[config.mk]
export PLATFORM = sky130hd
export DESIGN_NAME = alu_mc
export DESIGN_NICKNAME = d
export VERILOG_FILES = /design/src/rtl/alu_pkg.sv /design/src/rtl/alu_mc_comb.sv /design/src/rtl/alu_mc.sv
export SDC_FILE = /design/constraint.sdc
export NUM_CORES = 1
export LEC_CHECK = 0
export BUFFER_PORTS_ARGS = -buffer_cell sky130_fd_sc_hd__buf_2
export CORE_MARGIN = 3
export CORE_UTILIZATION = 34
export CTS_CLUSTER_SIZE = 30
export DETAILED_ROUTE_END_ITERATION = 10
export GPL_TIMING_DRIVEN = 0
export PLACE_DENSITY = 0.58
export RECOVER_POWER = 25
export SKIP_LAST_GASP = 1
export SLEW_MARGIN = 20
export SYNTH_ARGS = -nofsm -noshare
export SYNTH_HDL_FRONTEND = slang
export SYNTH_SLANG_ARGS = --single-unit
[constraint.sdc]
create_clock -name clk -period 6.14 [get_ports clk]
set_input_delay 0.921 -clock clk [delete_from_list [all_inputs] [get_ports clk]]
set_output_delay 0.921 -clock clk [all_outputs]
set_load 0.1 [all_outputs]
[src/rtl/alu_pkg.sv]
// Shared definitions for the multi-cycle ALU: operation codes, FSM states,
// the first illegal opcode, and a helper that picks out the iterative ops.
package alu_pkg;

    typedef enum logic [3:0] {
        OP_AND  = 4'd0,
        OP_OR   = 4'd1,
        OP_XOR  = 4'd2,
        OP_ADD  = 4'd3,
        OP_SUB  = 4'd4,
        OP_INC  = 4'd5,
        OP_DEC  = 4'd6,
        OP_SHL1 = 4'd7,
        OP_ADC  = 4'd8,
        OP_SHR  = 4'd9,
        OP_SAR  = 4'd10,
        OP_ROL  = 4'd11,
        OP_MUL  = 4'd12,
        OP_IL13 = 4'd13,
        OP_IL14 = 4'd14,
        OP_IL15 = 4'd15
    } alu_op_e;

    typedef enum logic [1:0] {
        ST_IDLE = 2'd0,
        ST_EXEC = 2'd1,
        ST_DONE = 2'd2
    } alu_state_e;

    // Opcodes at or above this value are illegal.
    localparam logic [3:0] OP_ILLEGAL_MIN = 4'd13;

    // Shifts, rotate and multiply run one step per cycle in EXEC.
    function automatic logic is_iter_op(input logic [3:0] f_op);
        return (f_op == OP_SHR) || (f_op == OP_SAR) ||
               (f_op == OP_ROL) || (f_op == OP_MUL);
    endfunction

endpackage

[src/rtl/alu_mc_comb.sv]
// Single-cycle datapath: logic ops, add/sub family, SHL1 and ADC.
// Iterative and illegal opcodes return an all-zero result and flags.
module alu_mc_comb
    import alu_pkg::*;
#(
    parameter int WIDTH = 8
) (
    input  logic [WIDTH-1:0] i_a,
    input  logic [WIDTH-1:0] i_b,
    input  logic [3:0]       i_op,
    input  logic             i_cin,
    output logic [WIDTH-1:0] o_result,
    output logic             o_carry,
    output logic             o_overflow
);

    localparam int M = WIDTH - 1;

    logic [WIDTH:0] w_sum;

    // Result and carry/overflow for every single-cycle opcode.
    always_comb begin
        w_sum      = '0;
        o_result   = '0;
        o_carry    = 1'b0;
        o_overflow = 1'b0;
        case (i_op)
            OP_AND: o_result = i_a & i_b;
            OP_OR:  o_result = i_a | i_b;
            OP_XOR: o_result = i_a ^ i_b;
            OP_ADD: begin
                w_sum      = {1'b0, i_a} + {1'b0, i_b};
                o_result   = w_sum[M:0];
                o_carry    = w_sum[WIDTH];
                o_overflow = (i_a[M] == i_b[M]) && (w_sum[M] != i_a[M]);
            end
            OP_SUB: begin
                // Top bit of the extended difference is the borrow.
                w_sum      = {1'b0, i_a} - {1'b0, i_b};
                o_result   = w_sum[M:0];
                o_carry    = w_sum[WIDTH];
                o_overflow = (i_a[M] != i_b[M]) && (w_sum[M] != i_a[M]);
            end
            OP_INC: begin
                w_sum      = {1'b0, i_a} + (WIDTH+1)'(1);
                o_result   = w_sum[M:0];
                o_carry    = w_sum[WIDTH];
                o_overflow = !i_a[M] && w_sum[M];
            end
            OP_DEC: begin
                w_sum      = {1'b0, i_a} - (WIDTH+1)'(1);
                o_result   = w_sum[M:0];
                o_carry    = w_sum[WIDTH];
                o_overflow = i_a[M] && !w_sum[M];
            end
            OP_SHL1: begin
                o_result   = {i_a[M-1:0], 1'b0};
                o_carry    = i_a[M];
                o_overflow = i_a[M] ^ i_a[M-1];
            end
            OP_ADC: begin
                w_sum      = {1'b0, i_a} + {1'b0, i_b} + {{WIDTH{1'b0}}, i_cin};
                o_result   = w_sum[M:0];
                o_carry    = w_sum[WIDTH];
                o_overflow = (i_a[M] == i_b[M]) && (w_sum[M] != i_a[M]);
            end
            default: begin
                o_result   = '0;
                o_carry    = 1'b0;
                o_overflow = 1'b0;
            end
        endcase
    end

endmodule

[src/rtl/alu_mc.sv]
// Multi-cycle ALU with valid/ready handshakes on both sides. Single-cycle
// ops come from alu_mc_comb; shifts, rotate and multiply iterate in EXEC.
module alu_mc
    import alu_pkg::*;
#(
    parameter int WIDTH = 8,
    parameter int SHW   = $clog2(WIDTH)
) (
    input  logic             clk,
    input  logic             reset,
    input  logic             in_valid,
    output logic             in_ready,
    input  logic [WIDTH-1:0] A,
    input  logic [WIDTH-1:0] B,
    input  logic [3:0]       op,
    output logic             out_valid,
    input  logic             out_ready,
    output logic [WIDTH-1:0] Result,
    output logic             Zero,
    output logic             Carry,
    output logic             Overflow,
    output logic             Negative,
    output logic             busy
);

    localparam int M  = WIDTH - 1;
    localparam int CW = SHW + 1;   // must hold WIDTH for MUL

    alu_state_e       r_state;
    logic [3:0]       r_op;
    logic [WIDTH-1:0] r_work;      // shift operand, or MUL multiplier/low product
    logic [WIDTH-1:0] r_acc;       // MUL high product
    logic [WIDTH-1:0] r_mcand;     // MUL multiplicand
    logic [CW-1:0]    r_cnt;
    logic [WIDTH-1:0] r_result;
    logic             r_zero, r_carry, r_ovf, r_neg;
    logic             r_out_valid, r_busy;

    logic             w_accept;
    logic [SHW-1:0]   w_k;
    logic             w_go_exec;
    logic [WIDTH-1:0] w_c_res;
    logic             w_c_c, w_c_v;
    logic [WIDTH:0]   w_sum;
    logic [WIDTH-1:0] w_nx_work, w_nx_acc;
    logic             w_nx_c, w_nx_v;
    logic [WIDTH-1:0] w_ld_res;
    logic             w_ld_c, w_ld_v;

    assign in_ready  = (r_state == ST_IDLE) || ((r_state == ST_DONE) && out_ready);
    assign w_accept  = in_valid && in_ready;
    assign w_k       = B[SHW-1:0];
    assign w_go_exec = is_iter_op(op) && ((op == OP_MUL) || (w_k != '0));

    assign out_valid = r_out_valid;
    assign busy      = r_busy;
    assign Result    = r_result;
    assign Zero      = r_zero;
    assign Carry     = r_carry;
    assign Overflow  = r_ovf;
    assign Negative  = r_neg;

    alu_mc_comb #(
        .WIDTH (WIDTH)
    ) u_comb (
        .i_a        (A),
        .i_b        (B),
        .i_op       (op),
        .i_cin      (r_carry),
        .o_result   (w_c_res),
        .o_carry    (w_c_c),
        .o_overflow (w_c_v)
    );

    // One iteration step of the active shift/rotate/multiply.
    always_comb begin
        w_sum     = '0;
        w_nx_work = r_work;
        w_nx_acc  = r_acc;
        w_nx_c    = 1'b0;
        case (r_op)
            OP_SHR: begin
                w_nx_c    = r_work[0];
                w_nx_work = {1'b0, r_work[M:1]};
            end
            OP_SAR: begin
                w_nx_c    = r_work[0];
                w_nx_work = {r_work[M], r_work[M:1]};
            end
            OP_ROL: begin
                w_nx_c    = r_work[M];
                w_nx_work = {r_work[M-1:0], r_work[M]};
            end
            OP_MUL: begin
                // Add multiplicand into the high half when the multiplier
                // LSB is set, then shift the {acc, work} pair right by one.
                w_sum     = {1'b0, r_acc} + (r_work[0] ? {1'b0, r_mcand} : '0);
                w_nx_acc  = w_sum[WIDTH:1];
                w_nx_work = {w_sum[0], r_work[M:1]};
                w_nx_c    = (w_nx_acc != '0);
            end
            default: begin
                w_nx_work = r_work;
                w_nx_acc  = r_acc;
                w_nx_c    = 1'b0;
            end
        endcase
        w_nx_v = (r_op == OP_MUL) ? w_nx_c : 1'b0;
    end

    // Select the payload that enters DONE on this edge.
    always_comb begin
        if (r_state == ST_EXEC) begin
            w_ld_res = w_nx_work;
            w_ld_c   = w_nx_c;
            w_ld_v   = w_nx_v;
        end else if (is_iter_op(op)) begin
            // Zero-count shift: operand passes through, nothing shifted out.
            w_ld_res = A;
            w_ld_c   = 1'b0;
            w_ld_v   = 1'b0;
        end else begin
            w_ld_res = w_c_res;
            w_ld_c   = w_c_c;
            w_ld_v   = w_c_v;
        end
    end

    // Control FSM with the iterative datapath and registered outputs.
    always_ff @(posedge clk) begin
        if (reset) begin
            r_state     <= ST_IDLE;
            r_op        <= '0;
            r_work      <= '0;
            r_acc       <= '0;
            r_mcand     <= '0;
            r_cnt       <= '0;
            r_result    <= '0;
            r_zero      <= 1'b1;
            r_carry     <= 1'b0;
            r_ovf       <= 1'b0;
            r_neg       <= 1'b0;
            r_out_valid <= 1'b0;
            r_busy      <= 1'b0;
        end else begin
            case (r_state)
                ST_IDLE, ST_DONE: begin
                    if (w_accept) begin
                        r_op    <= op;
                        r_mcand <= A;
                        r_acc   <= '0;
                        if (w_go_exec) begin
                            r_state     <= ST_EXEC;
                            r_busy      <= 1'b1;
                            r_out_valid <= 1'b0;
                            r_work      <= (op == OP_MUL) ? B : A;
                            r_cnt       <= (op == OP_MUL) ? CW'(WIDTH) : {1'b0, w_k};
                        end else begin
                            r_state     <= ST_DONE;
                            r_busy      <= 1'b0;
                            r_out_valid <= 1'b1;
                            r_work      <= A;
                            r_result    <= w_ld_res;
                            r_zero      <= (w_ld_res == '0);
                            r_neg       <= w_ld_res[M];
                            r_carry     <= w_ld_c;
                            r_ovf       <= w_ld_v;
                        end
                    end else if ((r_state == ST_DONE) && out_ready) begin
                        r_state     <= ST_IDLE;
                        r_out_valid <= 1'b0;
                    end
                end
                ST_EXEC: begin
                    r_work <= w_nx_work;
                    r_acc  <= w_nx_acc;
                    r_cnt  <= r_cnt - 1'b1;
                    if (r_cnt == CW'(1)) begin
                        r_state     <= ST_DONE;
                        r_busy      <= 1'b0;
                        r_out_valid <= 1'b1;
                        r_result    <= w_ld_res;
                        r_zero      <= (w_ld_res == '0);
                        r_neg       <= w_ld_res[M];
                        r_carry     <= w_ld_c;
                        r_ovf       <= w_ld_v;
                    end
                end
                default: begin
                    r_state     <= ST_IDLE;
                    r_busy      <= 1'b0;
                    r_out_valid <= 1'b0;
                end
            endcase
        end
    end

endmodule

==> metrics.md, run 1 <==
| Metric | Value |
|---|---|
| Nets | 793 |
| ANT nets after route | 0 |
| LEAKAGE | 2.30 nW |
| Status | complete, no violations |
| Syn Area/Cell | 7.41 sq um |
| Number of global-route vias before repair | 5225 |
| Design Area, Final | between 5000 and 6000 sq um |
| Final Wtd Congestion | approximately 0.99 |
| Class of the worst hold path | flip-flop to flip-flop |
| Setup CP Type | input port to flip-flop |
| Total gr overflow | 0 |
| Bufs on Longest Clock Path | 2 |
| DRT Pass-1 Iters | 8 |
| MaxCap Viol Count | 0 |
| Port Buffer Count | 36 |
| Post-CTS Hold Fix Bufs | 0 |
| Leading area contributor after synthesis | dfxtp_1 |
| Least-Margin Pin Slew | 1.18 ns |
| RSZ-0062 raised after global routing | false |
| Asr flop ratio synth | 0 |
| Post-Syn Nets | 750 |
| First-pass GRT wire length | 29500 um |
| DRC | 0 |
| Worst-path maximum fanout | 10 |
| Gr usage total | 0.225 |
| Synth Area in Compound Gates | 0.292 |
| Crit. End Element | flip-flop |
| Startpoint class of the critical path | input port |
| Fin cells | about 900 |
| PnR worst setup slack | 1.59 ns |
| # rows | 43 |
| Syn-to-layout area delta | 11.5% |
| Flops & latches, synth | 46 |
| Layout cell share with drive strength beyond 1 | 0.112 |
| DR vias | 5486 |
| Ports | 39 |
| Die area | 16300 sq um |
| Core Region | 14200 sq um |
| Die Wd | 128 um |
| Max_slew headroom | 0.217 |
| Clk_lat worst skew | 0.29 ns |
| # clock sinks | 46 |
| Drt wl/cell | 20.5 um |
| Syn. warnings | 0 |
| Placed cell areas | 5450 sq um |
| CTS HTree Levels | 2 |
| Fin crit share | 0.742 |
| Dpl hpwl | 14400 um |
| Die H | 128 um |
| Post-Synth Adder-Cell Area | 0.116 |
| Placed insts | between 800 and 900 |
| Layout Utilization | 0.396 |
| Main synth FF type | dfxtp_1 |
| CTS buffer count | 5 |
| DR vias/cell | 6.06 |
| Worst-path clk slew | 0.07 ns |
| CTS Root Cell | clkbuf_16 |
| Register area share after synthesis | 0.183 |
| Area of the mapped netlist | 5040 sq um |
| Finish-stage setup viols | 0 |
| Mux cell area share after synthesis | 0.0298 |
| PwrDens | 200 nW/um^2 |
| Starting density of the core | 0.355 |
| R2r setup slk | 2.95 ns |
| Synth Area in XOR/XNOR | 0.0357 |
| Post-layout minimum cycle time | 4.55 ns |
| Main combinational cell family by area after synthesis | compound AO/OA/AOI/OAI gates |
| Postcts setup bufs | 0 |
| Worst hold margin | 0.450 ns |
| Required time of the critical path | 6.35 ns |
| Total power | 1.12 mW |
| PostCTS Resize Cnt | 0 |
| Mapped Cells | 681 |
| Final-report hold violation count | 0 |
| Initial antenna violation count | 0 |
| Number of max-slew violations in the final report | 0 |
| Synth top area share | 0.183 |
| EDFF count, synth | 0 |
| Arr. time, crit path | roughly 4.8 ns |
| Setup_tns | 0 ns |
| Dominant cells by area after synthesis | dfxtp_1 (18%), ha_1 (10%), a21oi_1 (6.7%), nand2_1 (5.1%), nor2_1 (4.4%) |
| Simple-gate share of the synthesized area | 0.257 |
| CTS tree | yes |
| Worst Clk Skew | 0.00553 ns |
| Largest net degree at the start of global routing | 16 |
| ANT cells | 0 |
| Synth top cells by count | a21oi_1 (68), nand2_1 (68), nor2_1 (59), dfxtp_1 (46), ha_1 (42) |
| Drt total wl | 18600 um |
| Setup Slack @ Placement | 1.47 ns |
| Fmax achieved | 220 MHz |
| Distinct cells, synth | between 80 and 90 |
| Peak supply drop | between 100 and 150 uV |
| Initial DRC Count | ~660 |
layout make-up:
type                    instances  area [sq um]
clock inverters                 3          68.8
well taps                     180           225
multi-input cells             550          3690
fillers                      1537          8580
clock buffers                   5           125
inverters                      33           124
repair buffers                 36           164
flip-flops and latches         46           921
plain buffers                  52           308
per-layer routing:
metal	vias up	part of all wire	GRT usage
li1	2577	-	-
met1	2625	0.46	0.322
met2	242	0.44	0.351
met3	42	0.064	0.0325
met4	0	0.035	0.0662
met5	-	0	0
state kept, by name (all words and copies together), names as in the netlist:
register and flops:
out_valid 1, busy 1, r_state 1, Carry 1
r_mcand 8, r_cnt 4, Zero 1, Overflow 1
r_op 4, r_work 8, r_acc 8, Result 8
critical path, stage by stage:
cell and delay (ns):
buf_2 0.19, clkbuf_1 0.52, inv_1 0.15, ha_1 0.38
buf_6 0.16, a211oi_2 0.36, nor2_1 0.13, nor4_2 0.52
nand4_1 0.19, mux2i_1 0.17, o32ai_1 0.68, nand3_1 0.18
o31ai_2 0.20
worst paths after layout:
path / startpoint / cells after the start / end
max: A[2] / 13 / Zero$_SDFFE_PP1P_
min: r_mcand[2]$_SDFFE_PP0P_ / 2 / r_mcand[2]$_SDFFE_PP0P_
max reg2reg: r_work[0]$_SDFFE_PP0P_ / 12 / Carry$_SDFFE_PP0P_
min reg2reg: r_mcand[2]$_SDFFE_PP0P_ / 2 / r_mcand[2]$_SDFFE_PP0P_
where the power goes:
part	switching (mW)	internal [mW]
clock network	0.120	0.234
registers	0.0161	0.319
logic	0.294	0.140
placed cells by master, fill, tap and decap left out, types with 7 or more instances in the layout:
cell	Yosys	routed
a21oi_1	68	68
nand2_1	68	68
nor2_1	59	59
dfxtp_1	46	46
clkbuf_1	30	44
ha_1	42	42
o21ai_0	34	34
nor3_1	33	33
inv_1	33	33
buf_2	5	28
nand3_1	17	17
and2_1	14	14
a211oi_1	12	12
a22oi_1	12	12
nor2b_1	11	11
xnor2_1	11	11
mux2i_1	9	9
nand2b_1	8	8
xor2_1	7	7
logic make-up after synthesis:
family / count (synthesis)
xor+xnor: 19
compound gates: 215
buf+inv: 85
flops: 46
simple gates: 258
mux: 13
fa+ha+maj: 45
Note: power is estimated with default switching activity, not from simulation.
==> run 2, diff against run 1 <==
--- a/config.mk
+++ b/config.mk
@@ -5,6 +5,7 @@
 export SDC_FILE = /design/constraint.sdc
 export NUM_CORES = 1
 export LEC_CHECK = 0
+export ABC_AREA = 1
 export BUFFER_PORTS_ARGS = -buffer_cell sky130_fd_sc_hd__buf_2
 export CORE_MARGIN = 3
 export CORE_UTILIZATION = 34
==> constraint.sdc (replaced) <==
create_clock -name clk -period 4.7 [get_ports clk]
set_input_delay 0.705 -clock clk [delete_from_list [all_inputs] [get_ports clk]]
set_output_delay 0.705 -clock clk [all_outputs]
set_load 0.1 [all_outputs]
==> run 2 against run 1 <==
  * Die area decreased by 5.9%
  * Via count decreased by 4.2%
  * Clock-buffer cell count stayed put
  * Core utilization fell by 0.45 points
  * Sequential share of layout area is 1.1 points higher
  * Total power grew 17%
  * Design area down 6.4%
  * Cell count increased by 13%
  * Largest cell class unchanged
  * Largest power group unchanged
==> metrics.md, run 2 <==
| Metric | Value |
|---|---|
| Arr. time, crit path | 3.46 ns (-1.30 ns) |
| R2r endpoint | Carry$_SDFFE_PP0P_ |
| RSZ-0062 raised after global routing | false |
| CTS HTree Levels | 2 (unchanged) |
| Mapped Cells | 802 (+18%) |
| Int Pwr | 0.753 mW (+8.7%) |
| DRT Pass-1 Iters | 5 (-3) |
| Crit-path cells | buf_2 -> clkbuf_1 -> inv_1 -> ha_1 -> buf_2 -> inv_1 -> nand3_1 -> nand2_1 -> nor2_1 -> nor2_1 -> nand2_1 -> nand4_1 -> a21oi_1 -> nand2_1 -> nor2_1 -> nand3_1 -> nand2_1 |
| PostCTS Resize Cnt | 0 (unchanged) |
| Main synth FF type | dfxtp_1 |
| Final-report hold violation count | 0 (unchanged) |
| Port Buffer Count | 37 (+2.8%) |
| Comb power frac | 0.401 (+0.014) |
| Total gr overflow | 0 (unchanged) |
| Worst-path clk slew | 0.06 ns (about the same) |
| Number of max-slew violations in the final report | 0 (unchanged) |
| CP top delay family | buffers and inverters |
| Post-layout minimum cycle time | 3.22 ns |
| Placed insts | 1015 (+13%) |
| Drt total wl | 14900 um (-20%) |
| CTS Root Cell | clkbuf_16 |
| Crit. End Element | flip-flop |
| EDFF count, synth | 0 (unchanged) |
| Endpoint, Worst Hold | r_mcand[4]$_SDFFE_PP0P_ |
| Layout cell share with drive strength beyond 1 | 0.0863 (-0.0254) |
| Placed cell areas | 5140 sq um (-5.7%) |
| MaxCap Viol Count | 0 (unchanged) |
| Commonest cells after routing, fill and taps aside | nand2_1 (240), inv_1 (99), nand3_1 (80) |
| # clock sinks | 46 (unchanged) |
| Total power | 1.31 mW (+17%) |
| Fin crit share | 0.686 |
| Status | complete, no violations |
| Synth top cells by count | nand2_1 (239), inv_1 (99), nand3_1 (80), nor2_1 (73), a21oi_1 (61) |
| Commonest non-fill, non-tap cell in the layout | nand2_1 |
| Clock power share | 0.258 (-0.057) |
| Sequential fraction of design power | 0.341 (+0.043) |
| Initial DRC Count | 410 (-38%) |
| Ports | 39 (unchanged) |
| Least-Margin Pin Slew | 1.17 ns (-0.0138 ns) |
| Final Wtd Congestion | 0.925 (-6.3%) |
| Fin cells | 1022 (+13%) |
| Register area share after synthesis | 0.195 (+0.0120) |
| LEAKAGE | 2.67 nW (+16%) |
| Post-CTS Hold Fix Bufs | 0 (unchanged) |
| Dpl hpwl | 12000 um (-17%) |
| Drt wl/cell | 14.6 um (-29%) |
| CTS buffer count | 5 (unchanged) |
| Design Area, Final | 5270 sq um (-6.4%) |
| Fillers | 1548 (+0.72%) |
| Crit path top cell by count | nand2_1 |
| Initial antenna violation count | 0 (unchanged) |
| Synth top area share | 0.195 (+0.0120) |
| Area of the mapped netlist | 4730 sq um (-6.2%) |
| Dominant cells by area after synthesis | dfxtp_1 (19%), nand2_1 (19%), ha_1 (11%), nand3_1 (8.5%), inv_1 (7.9%) |
| Peak supply drop | 168 uV (+54%) |
| Worst hold margin | 0.461 ns (+0.0105 ns) |
| Max_slew headroom | 0.227 (+0.00918) |
| Worst Clk Skew | 0.00375 ns (-0.00178 ns) |
| Setup Slack @ Placement | 1.18 ns (-0.295 ns) |
| Syn-to-layout area delta | 11.3% |
| Number of global-route vias before repair | 4687 (-10%) |
| Startpoint class of the critical path | input port |
| Syn. warnings | 0 (unchanged) |
| Asr flop ratio synth | 0 (unchanged) |
| Leading area contributor after synthesis | dfxtp_1 |
| WP depth | 17 (+4) |
| Clk_lat worst skew | 0.29 ns (about the same) |
| ANT nets after route | 0 (unchanged) |
| Worst-path maximum fanout | 10 (unchanged) |
| Die Wd | 124 um (-3.0%) |
| Die H | 124 um (-3.0%) |
| Distinct cells, synth | 40 (-55%) |
| Required time of the critical path | 4.93 ns (-1.42 ns) |
| Postcts setup bufs | 0 (unchanged) |
| Starting density of the core | 0.352 (-0.00334) |
| Sw power | 0.561 mW (+30%) |
| ANT cells | 0 (unchanged) |
| Crit path largest cell delay | 0.45 ns (-0.23 ns) |
| R2r setup slk | 1.86 ns (-1.09 ns) |
| Worst path buffer plus inverter count | 5 (+1) |
| Hold Path Depth | 2 (unchanged) |
| Syn Area/Cell | 5.90 sq um (-20%) |
| Flops & latches, synth | 46 (unchanged) |
| Layout Utilization | 0.391 (-0.00450) |
| Most frequent cell after synthesis | nand2_1 |
| CTS tree | yes |
| Post-Syn Nets | 871 (+16%) |
| Nets | 915 (+15%) |
| Class of the worst hold path | flip-flop to flip-flop |
| Finish-stage setup viols | 0 (unchanged) |
| Largest net degree at the start of global routing | 14 (-2) |
| Setup CP Type | input port to flip-flop |
| Gr usage total | 0.197 (-0.0286) |
| DR vias | 5253 (-4.2%) |
| First-pass GRT wire length | 23700 um (-20%) |
| PnR worst setup slack | 1.48 ns (-0.109 ns) |
| Core Region | 13500 sq um (-5.3%) |
| Bufs on Longest Clock Path | 2 (unchanged) |
| DRC | 0 (unchanged) |
| DR vias/cell | 5.14 (-15%) |
| R2R depth | 17 (+5) |
| Worst hold path startpoint | r_mcand[4]$_SDFFE_PP0P_ |
| # rows | 42 (-2.3%) |
| Fmax achieved | 310 MHz |
| Slowest cell on crit path | clkbuf_1 |
| Reg2reg start | r_work[0]$_SDFFE_PP0P_ |
| PwrDens | 249 nW/um^2 (+25%) |
| Setup_tns | 0 ns (unchanged) |
| Die area | 15400 sq um (-5.9%) |
| Sw frac | 0.427 (+0.0437) |
==> run 2: cell types whose count changed in the layout (fill, tap and decap cells not counted), sizes merged, moves of 14 or more <==
| cell | previous run | this run |
|---|---|---|
| and2 | 15 | 1 |
| clkbuf | 56 | 24 |
| inv | 33 | 104 |
| nand2 | 68 | 242 |
| nand3 | 17 | 81 |
| nand4 | 3 | 18 |
| nor2 | 59 | 78 |
| nor3 | 34 | 6 |
==> run 2: cell families (layout without fill, tap and decap cells) <==
kind of cell / after synthesis / after routing / share of synthesized area
AOI/OAI and AO/OA: 137 / 137 / 0.165
xor gates and xnor gates: 9 / 9 / 0.0167
adders and majority gates: 45 / 45 / 0.124
buffers and inverters: 129 / 173 / 0.107
DFF: 46 / 46 / 0.195
and+or+nand+nor: 436 / 436 / 0.394
==> run 2: power groups by stage <==
stage               Sequential [mW]  Combinational, mW  Clock, mW
finish                        0.448              0.526      0.339
global route                  0.452              0.584      0.363
CTS                           0.448              0.528      0.348
detailed placement            0.457              0.525          0
global placement              0.457              0.525          0
floorplan                     0.554              0.296          0
==> run 2: area by class of cell <==
type / count / area (sq um) / area share
multi-input cells: 627 / 3310 / 0.628
flip-flops and latches: 46 / 921 / 0.175
clock inverters: 2 / 10.0 / 0.00190
plain buffers: 25 / 114 / 0.0216
well taps: 176 / 220 / 0.0418
clock buffers: 5 / 125 / 0.0238
inverters: 104 / 390 / 0.0741
repair buffers: 37 / 180 / 0.0342
==> run 2: worst max path at each step <==
stage | startpoint | end | slack, ns
finish | A[4] | Zero$_SDFFE_PP1P_ | 1.48
global route | A[4] | Result[7]$_SDFFE_PP0P_ | 1.13
floorplan | out_valid$_SDFFE_PP0P_ | in_ready | 1.95
detailed placement | A[4] | Result[7]$_SDFFE_PP0P_ | 1.18
global placement | A[4] | Result[7]$_SDFFE_PP0P_ | 1.17
CTS | A[4] | Result[7]$_SDFFE_PP0P_ | 1.47
==> run 2: worst min-delay path: stages (launching register included) <==
cell     delay [ns]
dfxtp_1        0.31
nand2_1        0.06
a21oi_1        0.05
==> run 2: per-layer routing <==
metal	up-vias	global-route usage	share of wire
li1	2707	-	-
met1	2401	0.284	0.49
met2	124	0.305	0.44
met3	21	0.0295	0.052
met4	0	0.0520	0.021
met5	-	0	0
